<file path="config.mk">
export PLATFORM = sky130hd
export DESIGN_NAME = pipe_dmem
export DESIGN_NICKNAME = d
export VERILOG_FILES = /design/src/rtl/pipe_dmem.sv
export SDC_FILE = /design/constraint.sdc
export NUM_CORES = 1
export LEC_CHECK = 0
export BUFFER_PORTS_ARGS = -buffer_cell sky130_fd_sc_hd__buf_2
export CAP_MARGIN = 30
export CORE_MARGIN = 4
export CORE_UTILIZATION = 60
export DETAILED_ROUTE_END_ITERATION = 10
export PLACE_DENSITY = 0.75
export SYNTH_ARGS = -nofsm -noshare
export SYNTH_HDL_FRONTEND = slang
export SYNTH_SLANG_ARGS = --single-unit
</file>
<file path="constraint.sdc">
create_clock -name clk -period 7.1 [get_ports clk]
set_input_delay 1.42 -clock clk [delete_from_list [all_inputs] [get_ports clk]]
set_output_delay 1.42 -clock clk [all_outputs]
set_load 0.01 [all_outputs]
</file>
<file path="src/rtl/pipe_dmem.sv">
`default_nettype none
// ============================================================================
// Module      : pipe_dmem
// Description : Single-port 32-bit data memory with byte/half/word accesses,
//               one-cycle registered loads and optional zero-fill after reset.
// Revision    : 1.0 - initial release
// ============================================================================
module pipe_dmem #(
    parameter int AW             = 5,
    parameter bit CLEAR_ON_RESET = 1'b1
) (
    input  logic        clk,
    input  logic        rst,
    input  logic        req,
    input  logic        we,
    input  logic [1:0]  size,
    input  logic        unsigned_ld,
    input  logic [31:0] addr,
    input  logic [31:0] datain,
    output logic        ready,
    output logic [31:0] dataout,
    output logic        rvalid,
    output logic        fault
);

    localparam int c_DEPTH = 2 ** AW;

    typedef enum logic [0:0] {
        ST_INIT = 1'b0,
        ST_RUN  = 1'b1
    } state_t;

    state_t        r_state;
    state_t        w_state_nxt;
    logic [AW-1:0] r_clr_cnt;
    logic [31:0]   r_mem [c_DEPTH];

    logic          r_rvalid;
    logic          r_fault;
    logic [31:0]   r_dataout;

    logic [AW-1:0] w_idx;
    logic [1:0]    w_lane;
    logic          w_ready;
    logic          w_accept;
    logic          w_legal;
    logic          w_store;
    logic          w_load;
    logic          w_bad_acc;
    logic          w_clr_we;
    logic          w_clr_done;
    logic [3:0]    w_be;
    logic [31:0]   w_wdata;
    logic [31:0]   w_rword;
    logic [7:0]    w_byte;
    logic [15:0]   w_half;
    logic [31:0]   w_ldval;
    logic          w_unused_addr;

    assign w_idx         = addr[AW+1:2];
    assign w_lane        = addr[1:0];
    assign w_unused_addr = ^addr[31:AW+2];

    // ------------------------------------------------------------------
    // Control FSM: INIT walks the clear counter over every word, RUN serves
    // ------------------------------------------------------------------
    assign w_clr_done = (r_clr_cnt == AW'(c_DEPTH - 1));

    always_ff @(posedge clk) begin
        if (rst) begin
            r_state <= CLEAR_ON_RESET ? ST_INIT : ST_RUN;
        end else begin
            r_state <= w_state_nxt;
        end
    end

    always_comb begin
        w_state_nxt = r_state;
        case (r_state)
            ST_INIT: if (w_clr_done) w_state_nxt = ST_RUN;
            ST_RUN:  w_state_nxt = ST_RUN;
            default: w_state_nxt = ST_RUN;
        endcase
    end

    always_ff @(posedge clk) begin
        if (rst) begin
            r_clr_cnt <= '0;
        end else if (r_state == ST_INIT) begin
            r_clr_cnt <= r_clr_cnt + AW'(1);
        end
    end

    // Without zero-fill the block stays available through reset
    assign w_ready   = (r_state == ST_RUN) && !(CLEAR_ON_RESET && rst);
    assign w_accept  = req && w_ready && !rst;
    assign w_clr_we  = (r_state == ST_INIT) && !rst;

    // ------------------------------------------------------------------
    // Access decode: legality, byte enables and replicated store data
    // ------------------------------------------------------------------
    always_comb begin
        w_legal = 1'b0;
        w_be    = 4'b0000;
        w_wdata = datain;
        case (size)
            2'b00: begin
                w_legal = 1'b1;
                w_be    = 4'b0001 << w_lane;
                w_wdata = {4{datain[7:0]}};
            end
            2'b01: begin
                w_legal = ~addr[0];
                w_be    = addr[1] ? 4'b1100 : 4'b0011;
                w_wdata = {2{datain[15:0]}};
            end
            2'b10: begin
                w_legal = (w_lane == 2'b00);
                w_be    = 4'b1111;
            end
            default: begin
                w_legal = 1'b0;
            end
        endcase
    end

    assign w_store   = w_accept &&  we && w_legal;
    assign w_load    = w_accept && !we && w_legal;
    assign w_bad_acc = w_accept && !w_legal;

    // Storage is never reset so CLEAR_ON_RESET=0 keeps contents across rst
    always_ff @(posedge clk) begin
        if (w_clr_we) begin
            r_mem[r_clr_cnt] <= '0;
        end else if (w_store) begin
            for (int i = 0; i < 4; i++) begin
                if (w_be[i]) begin
                    r_mem[w_idx][8*i +: 8] <= w_wdata[8*i +: 8];
                end
            end
        end
    end

    // ------------------------------------------------------------------
    // Load extraction and result registers
    // ------------------------------------------------------------------
    assign w_rword = r_mem[w_idx];
    assign w_half  = addr[1] ? w_rword[31:16] : w_rword[15:0];

    always_comb begin
        case (w_lane)
            2'b00:   w_byte = w_rword[7:0];
            2'b01:   w_byte = w_rword[15:8];
            2'b10:   w_byte = w_rword[23:16];
            default: w_byte = w_rword[31:24];
        endcase
    end

    always_comb begin
        case (size)
            2'b00:   w_ldval = {{24{~unsigned_ld & w_byte[7]}}, w_byte};
            2'b01:   w_ldval = {{16{~unsigned_ld & w_half[15]}}, w_half};
            default: w_ldval = w_rword;
        endcase
    end

    always_ff @(posedge clk) begin
        if (rst) begin
            r_rvalid  <= 1'b0;
            r_fault   <= 1'b0;
            r_dataout <= '0;
        end else begin
            r_rvalid <= w_load;
            r_fault  <= w_bad_acc;
            if (w_load) begin
                r_dataout <= w_ldval;
            end
        end
    end

    // Outputs are masked by rst so a result in flight is squashed at once
    assign ready   = w_ready;
    assign rvalid  = r_rvalid & ~rst;
    assign fault   = r_fault & ~rst;
    assign dataout = rst ? 32'd0 : r_dataout;

endmodule
`default_nettype wire

</file>
==> results.txt <==
Tightest Hold Check Type - reg -> reg
Avg Cell Area, Syn - 20.06 sq um
share of synthesized registers carrying an async set or reset - 0%
DRT iter0 DRCs - 2678
Syn-to-layout area delta - 11.88%
Detail Route Antenna Nets - 0
Hold Buf Count CTS - 0
relative slew slack - 31.49%
Adder-Cell Fraction of Synth Area - 0.05899%
Total GRT Usage - 26.75%
most frequent cells after synthesis - edfxtp_1 (1024), mux4_2 (285), nor2_1 (192)
Resize count post-CTS - 0
post-synthesis compound-gate area fraction - 2.430%
Pleak - 13.11 nW
P per Cell Area - 266.3 mW/mm^2
CTS root buffer - clkbuf_16
CTS tree - built
Final Setup Violations - 0
WL/cell - 30.35 microns
number of library cell types mapped by synthesis - 52
Setup CP Type - in -> reg
Final Hold Viols - 0
initial antenna violation count - 2
Congestion Overflow GR - 0
die width - 273.9 microns
register area share after synthesis - 74.37%
CTS sink cnt - 1064
Critical Path RT - 7.36 ns
Synthesized Nets - 2188
# Post-CTS Setup Buffers - 0
clk buf depth - 3
number of cells produced by synthesis - 2115
CP Launch Type - primary input
dpl cells - 3064
Place WS - 1.631 ns
Initial Util - 60.58%
CP max FO - 26
MaxCap Viol Count - 0
vias per cell - 6.708
min Tclk post-route - 4.967 ns
FP Rows - 97
number of flops mapped to enable cells by yosys - 1024
Final Worst Setup Slack - 2.133 ns
count of final max-slew check failures - 0
nature of the critical path endpoint - register
largest family of logic cells by synthesized area - multiplexers
vias post-DR - 21810
Yosys warning count - 0
number of remaining DRC errors - 0
buffers added on ports - 80
DRT Pass-1 Iters - 7
number of fill cells - 4318
largest net degree at the start of global routing - 111
Max H-tree Level - 3
VDD IR max - 0.2018 mV
Reg clk slew, reported paths - 0.06 ns
Worst Tran Pin Value - 1.028 ns
first-pass GRT wire length - 145500 microns
total negative slack - 0 ns
share of layout cells above drive strength 1 - 26.18%
total die area - 0.07502 sq mm
Final nets - 2305
IO Pins - 106
Post-Synthesis Cell Area - 0.04242 sq mm
final worst path period share - 69.96%
Worst Path Arrival - 5.23 ns
Synth area leaders - edfxtp_1 (72%), mux4_2 (15%), mux2i_1 (2.0%)
worst skew pair latency - 0.64 ns
Placer Congestion - 0.8490
non-filler cells, final - 3251
cell accounting for the most synthesized area - edfxtp_1
HPWL Detailed - 61820 microns
Setup Skew - 0.02025 ns
share of the synthesized area in the top cell type - 72.48%
Simple-Gate Fraction of Synth Area - 4.179%
FMAX - 0.2013 GHz
vias in the first global route - 21920
XOR/XNOR share of the synthesized area - 0.06194%
Die H - 273.9 microns
Num CTS Buffers - 101
FF+latch count, synth - 1064
RSZ-0062 raised after global routing - false
status - finished, final reports clean
core area - 0.07003 sq mm
Core Util, Final - 67.78%
most common cell in the netlist - edfxtp_1
Synth Flop Type - edfxtp_1
Ant. Diodes - 0
final wirelength - 98670 microns
post-synthesis mux area share - 17.47%
[cells in the final DEF (no fill, tap or decap), types with 20 or more instances in the layout]
cell / instances
o22ai_1: 20
nor3_1: 30
mux2i_1: 86
o21ai_0: 20
nand2_1: 55
dfxtp_1: 40
nor2_1: 174
buf_4: 35
buf_2: 81
mux4_2: 285
clkbuf_16: 103
clkbuf_1: 21
a21oi_1: 24
nor2b_1: 59
edfxtp_1: 1024
a22o_1: 21
a31oi_1: 28
[critical path, stage by stage]
cell	delay, ns
buf_2	0.30
nor3_1	0.59
o2111ai_4	0.52
nand2_1	0.25
a21boi_0	0.39
nand2_1	0.71
nor2_1	1.02
[flip-flops by register name, summed over array words and instances, names as in the netlist]
| signal | count |
|---|---|
| r_state | 1 |
| r_dataout | 32 |
| r_fault | 1 |
| r_rvalid | 1 |
| r_clr_cnt | 5 |
| r_mem | 1024 |
[final timing paths]
check | from | endpoint | slack [ns] | depth (start not counted)
min | r_clr_cnt[3]$_SDFFE_PP0N_ | r_clr_cnt[3]$_SDFFE_PP0N_ | 0.54 | 2
min reg2reg | r_clr_cnt[3]$_SDFFE_PP0N_ | r_clr_cnt[3]$_SDFFE_PP0N_ | 0.54 | 2
max reg2reg | r_state$_SDFF_PP0_ | r_mem[5][5]$_DFFE_PP_ | 2.73 | 6
max | size[0] | r_mem[5][5]$_DFFE_PP_ | 2.13 | 7
[cell type report]
cell class	instances	area (sq um)	share of cell area, %
clock buffers	133	2780	5.858
multi-input cells	920	10360	21.82
inverters	6	22.52	0.04745
repair buffers	139	1057	2.228
clock inverters	49	518.0	1.091
flip-flops and latches	1064	31550	66.47
well taps	940	1176	2.478
[report_power, final]
part	internal, W	leakage (nW)	total [W]	switching [W]
Clock	0.00314	1.62	0.00534	0.00220
Sequential	0.00682	7.86	0.00684	0.0000127
Combinational	0.000169	3.62	0.000463	0.000294
Total	0.0101	13.1	0.0126	0.00251
[per-stage QoR]
step	hold WS, ns	power, W	cell area, sq um
2_1_floorplan	0.4928	0.007276	42420
3_3_place_gp	0.5164	0.007412	43820
3_5_place_dp	0.5161	0.007424	44060
4_1_cts	0.5362	0.01269	47360
5_1_grt	0.5634	0.01299	47460
6_report	0.5442	0.01264	47460
[per-layer routing]
layer / share of wire [%] / up-vias / GRT usage, % / wire length, microns
met5: 0.027 / - / 0 / 27
met4: 3.9 / 4 / 9.657 / 3890
met3: 11 / 235 / 6.983 / 10420
met2: 48 / 1260 / 41.75 / 47690
met1: 37 / 11370 / 37.44 / 36640
li1: - / 8937 / - / -
[kinds of logic (layout without fill, tap and decap cells)]
logic type                 count (synthesis)  after routing
DFF                                     1064           1064
and+or+nand+nor                          385            385
muxes                                    376            376
AOI/OAI and AO/OA                        154            154
buffers and inverters                    131            327
xor gates and xnor gates                   3              3
adders and majority gates                  2              2
Note: power is estimated with default switching activity, not from simulation.
